==> src/rtl/paint_pkg.sv <==
// Shared definitions for the paint pipeline.
//   X_W/Y_W/COLOUR_W   default coordinate and colour widths (160x120, RGB)
//   SCREEN_W/SCREEN_H  visible area; pixels outside it are clipped
//   state_t            draw-engine FSM states
//   BLACK/WHITE        colour constants
package paint_pkg;

    localparam int X_W      = 8;
    localparam int Y_W      = 7;
    localparam int COLOUR_W = 3;
    localparam int SCREEN_W = 160;
    localparam int SCREEN_H = 120;

    localparam logic [2:0] BLACK = 3'b000;
    localparam logic [2:0] WHITE = 3'b111;

    typedef enum logic [1:0] {
        S_IDLE,
        S_SETUP,
        S_SCAN,
        S_DONE
    } state_t;

endpackage

==> src/rtl/rect_draw_engine_scan_counter.sv <==
// Row-major scan counter for the rectangle engine.
//   Clock, Reset     clock / synchronous active-high reset
//   load             load cx=xmin, cy=ymin
//   step             advance one pixel (wraps cx to xmin at xmax, bumps cy)
//   xmin..ymax       rectangle bounds (stable for the whole draw)
//   cx, cy           current pixel
//   last             current pixel is (xmax, ymax)
//   on_edge          current pixel lies on the rectangle outline
module rect_scan_counter
    import paint_pkg::*;
#(
    parameter int X_W = paint_pkg::X_W,
    parameter int Y_W = paint_pkg::Y_W
) (
    input  logic           Clock,
    input  logic           Reset,
    input  logic           load,
    input  logic           step,
    input  logic [X_W-1:0] xmin,
    input  logic [X_W-1:0] xmax,
    input  logic [Y_W-1:0] ymin,
    input  logic [Y_W-1:0] ymax,
    output logic [X_W-1:0] cx,
    output logic [Y_W-1:0] cy,
    output logic           last,
    output logic           on_edge
);

    // Equality against the max bound means the counters never have to
    // step past the top coordinate, so xmax=255 cannot wrap the scan.
    always_ff @(posedge Clock) begin
        if (Reset) begin
            cx <= '0;
            cy <= '0;
        end else if (load) begin
            cx <= xmin;
            cy <= ymin;
        end else if (step) begin
            if (cx == xmax) begin
                cx <= xmin;
                cy <= cy + Y_W'(1);
            end else begin
                cx <= cx + X_W'(1);
            end
        end
    end

    assign last    = (cx == xmax) && (cy == ymax);
    assign on_edge = (cx == xmin) || (cx == xmax) || (cy == ymin) || (cy == ymax);

endmodule

==> src/rtl/rect_draw_engine.sv <==
// Rectangle pixel generator: latches two corners, colour and fill mode on
// start, then emits one registered pixel write per cycle in row-major order.
//   Clock, Reset        clock / synchronous active-high reset
//   start               draw request, sampled only while idle
//   x0,y0 / x1,y1       corners, any order
//   colour, fill        draw colour; 1 = filled, 0 = outline
//   busy, done          handshake to the paint controller
//   plot, x_out, y_out, colour_out   pixel write to the VGA adapter
module rect_draw_engine
    import paint_pkg::*;
#(
    parameter int X_W      = paint_pkg::X_W,
    parameter int Y_W      = paint_pkg::Y_W,
    parameter int COLOUR_W = paint_pkg::COLOUR_W,
    parameter int SCREEN_W = paint_pkg::SCREEN_W,
    parameter int SCREEN_H = paint_pkg::SCREEN_H
) (
    input  logic                Clock,
    input  logic                Reset,
    input  logic                start,
    input  logic [X_W-1:0]      x0,
    input  logic [Y_W-1:0]      y0,
    input  logic [X_W-1:0]      x1,
    input  logic [Y_W-1:0]      y1,
    input  logic [COLOUR_W-1:0] colour,
    input  logic                fill,
    output logic                busy,
    output logic                done,
    output logic                plot,
    output logic [X_W-1:0]      x_out,
    output logic [Y_W-1:0]      y_out,
    output logic [COLOUR_W-1:0] colour_out
);

    state_t state, state_nx;

    logic [X_W-1:0]      ax, bx;
    logic [Y_W-1:0]      ay, by;
    logic [COLOUR_W-1:0] col_q;
    logic                fill_q;

    logic [X_W-1:0] xmin, xmax, cx;
    logic [Y_W-1:0] ymin, ymax, cy;
    logic           last, on_edge, scan_plot;

    // Request is captured once; later input changes cannot disturb a draw.
    always_ff @(posedge Clock) begin
        if (state == S_IDLE && start) begin
            ax     <= x0;
            ay     <= y0;
            bx     <= x1;
            by     <= y1;
            col_q  <= colour;
            fill_q <= fill;
        end
    end

    // Bounds derive from the latched corners, so they hold steady for the
    // whole draw without a separate register stage.
    assign xmin = (ax < bx) ? ax : bx;
    assign xmax = (ax < bx) ? bx : ax;
    assign ymin = (ay < by) ? ay : by;
    assign ymax = (ay < by) ? by : ay;

    rect_scan_counter #(.X_W(X_W), .Y_W(Y_W)) u_scan (
        .Clock   (Clock),
        .Reset   (Reset),
        .load    (state == S_SETUP),
        .step    (state == S_SCAN),
        .xmin    (xmin),
        .xmax    (xmax),
        .ymin    (ymin),
        .ymax    (ymax),
        .cx      (cx),
        .cy      (cy),
        .last    (last),
        .on_edge (on_edge)
    );

    assign scan_plot = (state == S_SCAN) && (fill_q || on_edge)
                     && (32'(cx) < SCREEN_W) && (32'(cy) < SCREEN_H);

    always_comb begin
        state_nx = state;
        case (state)
            S_IDLE:  if (start) state_nx = S_SETUP;
            S_SETUP: state_nx = S_SCAN;
            S_SCAN:  if (last) state_nx = S_DONE;
            S_DONE:  state_nx = S_IDLE;
            default: state_nx = S_IDLE;
        endcase
    end

    // Handshake outputs are registered from the next state so they line up
    // with the state register: busy over SETUP/SCAN, done during DONE.
    always_ff @(posedge Clock) begin
        if (Reset) begin
            state      <= S_IDLE;
            busy       <= 1'b0;
            done       <= 1'b0;
            plot       <= 1'b0;
            x_out      <= '0;
            y_out      <= '0;
            colour_out <= COLOUR_W'(BLACK);
        end else begin
            state <= state_nx;
            busy  <= (state_nx == S_SETUP) || (state_nx == S_SCAN);
            done  <= (state_nx == S_DONE);
            plot  <= scan_plot;
            if (scan_plot) begin
                x_out      <= cx;
                y_out      <= cy;
                colour_out <= col_q;
            end
        end
    end

endmodule

==> config.mk <==
export PLATFORM = sky130hd
export DESIGN_NAME = rect_draw_engine
export DESIGN_NICKNAME = d
export VERILOG_FILES = /design/src/rtl/paint_pkg.sv /design/src/rtl/rect_draw_engine_scan_counter.sv /design/src/rtl/rect_draw_engine.sv
export SDC_FILE = /design/constraint.sdc
export NUM_CORES = 1
export LEC_CHECK = 0
export CORE_ASPECT_RATIO = 1.1
export CORE_MARGIN = 1
export CORE_UTILIZATION = 55
export DETAILED_ROUTE_END_ITERATION = 12
export GPL_ROUTABILITY_DRIVEN = 0
export PLACE_DENSITY = 0.8
export SYNTH_ARGS = -nofsm -noshare
export SYNTH_HDL_FRONTEND = slang
export SYNTH_SLANG_ARGS = --single-unit
==> constraint.sdc <==
create_clock -name Clock -period 5.26 [get_ports Clock]
set_clock_uncertainty 0.2 [all_clocks]
set_input_delay 0.526 -clock Clock [delete_from_list [all_inputs] [get_ports Clock]]
set_output_delay 0.526 -clock Clock [all_outputs]
set_load 0.005 [all_outputs]
==> impl_metrics.toml, run 1 <==
[clocking]
worst_skew_pair.late_latency_ns = 0.35
cts_buffers = 9
ctsHoldBuffers = 0
cts_buffer_depth = 2
cts_resized = 0
clkTransAtPathRegs_ns = 0.08
cts_max_level = 3
clock_sinks = 72
tritoncts = "built"
cts_root_buffer = "clkbuf_8"
postCtsSetupBuffers = 0

[worst_setup_path]
crit_path_end_kind = "flip-flop"
r2r-end = "x_out[0]"
max_stage_delay_ns = 0.99
cp_max_fo = 19
criticalPathCategory = "reg -> reg"
critical_path.reg2reg.startpoint = "ax[6]"
cp_data_required_time_ns = 5.33
path_common_cell = "mux2i_1"
critPathTopFamily = "compound AO/OA/AOI/OAI gates"
crit_buf_inv = 1
r2r_slack_ns = 1.24
crit_chain = "ha_1 -> nand4_1 -> o31ai_2 -> mux2i_1 -> nor2_1 -> a2111oi_0 -> a311oi_1 -> a31oi_2 -> buf_4 -> mux2i_1"
critPathLaunchType = "flip-flop"
cpMaxStageDelayCell = "o31ai_2"
cp.arrival_ns = 4.09
reg2regPathDepth = 10

[run]
drv_cap = 0

[logic_synthesis]
synthTopCellsByArea = "edfxtp_1 (24%), dfxtp_1 (18%), mux2i_1 (10%)"
syn_area_um2 = 4190
synth_top_area_frac = 0.244
synth_most_common_cell = "nand2b_1"
ys_ff_latch = 72
ys_seq_area_frac = 0.426
async_reset_ff_frac = 0
synth.avg_cell_area_um2 = 10.1
synth.top_cells.by_count = "nand2b_1 (46), mux2i_1 (42), dfxtp_1 (38), edfxtp_1 (34), nand2_1 (25)"
ys.warnings.count = 0
syn_nets = 470
syn_inst = 413
yosysTopAreaCell = "edfxtp_1"
synthFlopType = "dfxtp_1"
yosysUniqueCellTypes = 64
synth_edf_count = 34

[routing]
ant_nets = 0
drt_iter0_markers = 238
vias = 3172
routed_wl_um = 8380
post-route-drc-count = 0
firstDrtPassIters = 6
vias_per_cell = 5.75
wire_per_inst_um = 15.2

[power_and_ir_drop]
ir_drop_mv = 0.178
p_leak_nw = 1.84
power_frac_seq = 0.394
p_sw_mw = 0.757
p_int_mw = 1.29
p_per_area_nw_per_um2 = 414
sw_frac_of_total = 0.370
clkPwrFrac = 0.204
power.share.combinational = 0.401

[floorplanning]
coreArea_um2 = 7390
die_w_um = 85.2
num_rows = 33
ios = 58
die_area_um2 = 7960
die_y_um = 93.5
initial_core_util = 0.566

[finish]
diodes = 0
instances_no_fill = 552
post_route_cells_drive_above_1_share = 0.0645
post-route-util = 0.669
area_delta_synth_final_pct = 18.2
final_nets = 517

[timing]
drv_slew = 0
setup_viol_count_final = 0
tns_ns = 0
rsz0062_at_grt = "no"
slew-limit-headroom = 0.239
post-route-min-period_ns = 4.02
finalWorstSetupSlack_ns = 1.24
hold_violations = 0
worst_pin_slew_ns = 1.13
fin_crit_sh = 0.763
max_freq_mhz = 249

[placement]
dp_hpwl_um = 5970
dp_slack_ns = 1.26
dpl.cell_count = 536
portBuffers = 57

[worst_hold_path]
worstHoldPathType = "reg -> reg"
min_to = "x_out[3]"
min-delay-start = "x_out[3]"
hold_depth = 2

[global_route]
grt_max_degree = 57
grt_pass1_wl_um = 14200
overflow = 0
grt_pass1_vias = 2978
antenna_found_initial = 0
gr-usage-all-layers = 0.227

[status]
status = "finished, final reports clean"
-- cells by family (layout without fill, tap and decap cells) --
family                     Yosys count  in the layout  synth area share
AOI/OAI and AO/OA                   74             74             0.125
xor gates and xnor gates            14             14            0.0293
adders and majority gates           20             20            0.0598
buffers and inverters               47             99            0.0562
DFF                                 72             72             0.426
muxes                               48             48             0.123
and+or+nand+nor                    138            138             0.181
-- flip-flops by register name, summed over array words and instances (netlist names) --
name	flops
ax	8
ay	7
busy	1
bx	8
by	7
col_q	3
colour_out	3
done	1
fill_q	1
plot	1
state	2
u_scan.cx	8
u_scan.cy	7
x_out	8
y_out	7
-- tightest hold or removal path: cells and delay by family (launching register included) --
| family | cells | cell delay (ns) |
|---|---|---|
| flops | 1 | 0.31 |
| simple gates | 1 | 0.06 |
| mux | 1 | 0.06 |
-- how the worst max path moves through the flow --
| stage | from | to | slack (ns) | cells past startpoint |
|---|---|---|---|---|
| 2_1_floorplan | ay[4] | x_out[0] | 1.81 | 13 |
| 3_3_place_gp | ax[6] | y_out[6] | 1.42 | 10 |
| 3_5_place_dp | ax[6] | x_out[0] | 1.26 | 10 |
| 4_1_cts | ax[6] | x_out[0] | 1.22 | 10 |
| 5_1_grt | ax[6] | x_out[2] | 0.98 | 10 |
| 6_report | ax[6] | x_out[0] | 1.24 | 10 |
-- power groups by stage --
stage	logic [mW]	clock network, mW	registers (mW)
finish	0.821	0.418	0.807
global route	0.905	0.455	0.820
CTS	0.819	0.427	0.805
detailed placement	0.812	0	0.817
global placement	0.784	0	0.810
floorplan	0.668	0	0.774
-- through the flow --
step	instance area, µm²	hold WS [ns]	total power [mW]
5_1_grt	4950	0.302	2.18
3_3_place_gp	4750	0.259	1.59
4_1_cts	4950	0.279	2.05
6_report	4950	0.274	2.05
2_1_floorplan	4190	0.265	1.44
3_5_place_dp	4750	0.262	1.63
-- per-layer routing --
| layer | share of wire | vias up | global-route usage |
|---|---|---|---|
| li1 | - | 1570 | - |
| met1 | 0.46 | 1454 | 0.316 |
| met2 | 0.45 | 124 | 0.342 |
| met3 | 0.056 | 24 | 0.0388 |
| met4 | 0.030 | 0 | 0.113 |
| met5 | 0 | - | 0 |
-- cell usage in the layout (no fill, tap or decap), types with 3 or more instances in the layout --
cell / Yosys / routed
nand2b_1: 46 / 46
xor2_1: 9 / 9
nor2_1: 19 / 19
nand4_1: 3 / 3
mux2i_1: 42 / 42
o221ai_1: 3 / 3
inv_1: 22 / 22
nor2b_1: 13 / 13
xnor2_1: 5 / 5
nand2_1: 25 / 25
nand3_1: 4 / 4
clkbuf_8: 0 / 10
ha_1: 20 / 20
and3_1: 6 / 6
a22oi_1: 6 / 6
nor4_1: 4 / 4
dfxtp_1: 38 / 38
a21oi_1: 15 / 15
edfxtp_1: 34 / 34
clkdlybuf4s50_1: 0 / 57
buf_4: 3 / 4
o21ai_0: 17 / 17
nor3_1: 4 / 4
mux2_2: 4 / 4
-- area by class of cell --
| cell class | count | area [µm²] |
|---|---|---|
| Timing Repair Buffer | 61 | 601 |
| Sequential cell | 72 | 1780 |
| Clock buffer | 12 | 166 |
| Clock inverter | 4 | 27.5 |
| Tap cell | 87 | 109 |
| Inverter | 22 | 82.6 |
| Multi-Input combinational cell | 294 | 2180 |
| Fill cell | 602 | 2440 |
(Power assumes the default switching activity.)
==> run 2: changes to the inputs <==
Clock period 5.26 ns to 3.97 ns, I/O delays scaled along.
==> impl_metrics.toml, run 2 (synthesis results as in run 1) <==
[status]
status = "finished, final reports clean"

[power_and_ir_drop]
ir_drop_mv = 0.289
total_power_mw = 2.66
p_per_area_nw_per_um2 = 537
p_leak_nw = 1.83

[timing]
finalWorstSetupSlack_ns = 0.228
post-route-min-period_ns = 3.74
setup_viol_count_final = 0
max_freq_mhz = 267
worst_pin_slew_ns = 1.27
slew-limit-headroom = 0.154
hold_violations = 0
tns_ns = 0
fin_crit_sh = 0.943
drv_slew = 0

[clocking]
ctsHoldBuffers = 0
cts_buffers = 9
tritoncts = "built"
clock_sinks = 72
clkTransAtPathRegs_ns = 0.07
cts_max_level = 3
worst_skew_pair.late_latency_ns = 0.34
cts_buffer_depth = 2
cts_root_buffer = "clkbuf_8"

[worst_setup_path]
reg2regPathDepth = 11
crit_buf_inv = 0
crit_chain = "ha_1 -> a41o_1 -> a21oi_1 -> o31a_1 -> mux2i_1 -> o221ai_1 -> or3_1 -> nor4_1 -> o22a_1 -> ha_1 -> nor2b_1"
criticalPathCategory = "reg -> reg"
r2r_slack_ns = 0.23
path_common_cell = "ha_1"
cp.depth = 11
cp_max_fo = 4
cp.arrival_ns = 3.73
r2r-end = "busy"
critPathLaunchType = "flip-flop"
cp_data_required_time_ns = 3.95
cpMaxStageDelayCell = "edfxtp_1"
max_stage_delay_ns = 0.43
critical_path.reg2reg.startpoint = "ax[6]"
critPathTopFamily = "compound AO/OA/AOI/OAI gates"
crit_path_end_kind = "flip-flop"

[global_route]
overflow = 0
grt_max_degree = 48
antenna_found_initial = 0
grt_pass1_wl_um = 14100
grt_pass1_vias = 3024
gr-usage-all-layers = 0.225

[finish]
diodes = 0
ff_latch_area_um2 = 1780
multi_input_area_um2 = 2190
post_route_cells_drive_above_1_share = 0.0665
area_delta_synth_final_pct = 18.2
layout_common_cells = "clkdlybuf4s50_1 (57), nand2b_1 (46), mux2i_1 (42)"
fillers = 588
mostFrequentLayoutCell = "clkdlybuf4s50_1"
final_nets = 518
post-route-util = 0.669

[worst_hold_path]
hold_depth = 2
min_to = "x_out[0]"
worstHoldPathType = "reg -> reg"
min-delay-start = "x_out[0]"

[placement]
dp_hpwl_um = 6010
dp_slack_ns = 0.102
portBuffers = 57

[routing]
routed_wl_um = 8220
vias = 3160
wire_per_inst_um = 14.9
ant_nets = 0
drt_iter0_markers = 273
vias_per_cell = 5.71
firstDrtPassIters = 4
post-route-drc-count = 0

[floorplanning]
initial_core_util = 0.566
ios = 58
num_rows = 33
coreArea_um2 = 7390
die_area_um2 = 7960
die_y_um = 93.5
die_w_um = 85.2

[run]
drv_cap = 0
## run 2: area by class of cell
type | instances | area share
sequential | 72 | 0.360
multi-input combinational | 294 | 0.442
clock buffer | 10 | 0.0258
clock inverter | 6 | 0.00759
inverter | 22 | 0.0167
tap | 87 | 0.0220
timing repair buffer | 62 | 0.125
## run 2: per-stage QoR
step	cells	hold slack [ns]	cell area [µm²]
after floorplan	413	0.265	4190
after global placement	537	0.259	4770
after detailed placement	537	0.264	4770
after CTS	553	0.277	4940
after global routing	553	0.297	4950
final	553	0.276	4950
## run 2: how the worst max path moves through the flow
stage / from / end
3_5_place_dp: ax[6] / x_out[7]
3_3_place_gp: ax[6] / busy
4_1_cts: ax[6] / x_out[7]
5_1_grt: ax[6] / busy
6_report: ax[6] / busy
2_1_floorplan: ay[4] / x_out[0]
## run 2: routing by layer
| layer | share of wire | routed length (µm) | global-route usage | vias up |
|---|---|---|---|---|
| li1 | - | - | - | 1578 |
| met1 | 0.48 | 3980 | 0.312 | 1481 |
| met2 | 0.46 | 3810 | 0.351 | 88 |
| met3 | 0.039 | 318 | 0.0362 | 13 |
| met4 | 0.014 | 116 | 0.0946 | 0 |
| met5 | 0 | 0 | 0 | - |
## run 2: power by group
| group | internal, mW | switching, mW | leakage [nW] |
|---|---|---|---|
| combinational | 0.501 | 0.594 | 1.11 |
| sequential | 0.934 | 0.130 | 0.632 |
| clock | 0.225 | 0.272 | 0.0898 |
| total | 1.66 | 0.996 | 1.83 |
## run 2: worst min-delay path, stage by stage (launching register included)
cell,delay [ns]
dfxtp_1,0.31
nand2b_1,0.06
mux2i_1,0.06
## run 2: repair_timing
item	4_1_cts	5_1_grt
hold endpoints to repair	0	0
setup buffers	0	0
setup endpoints to repair	0	25
resized for setup	0	1
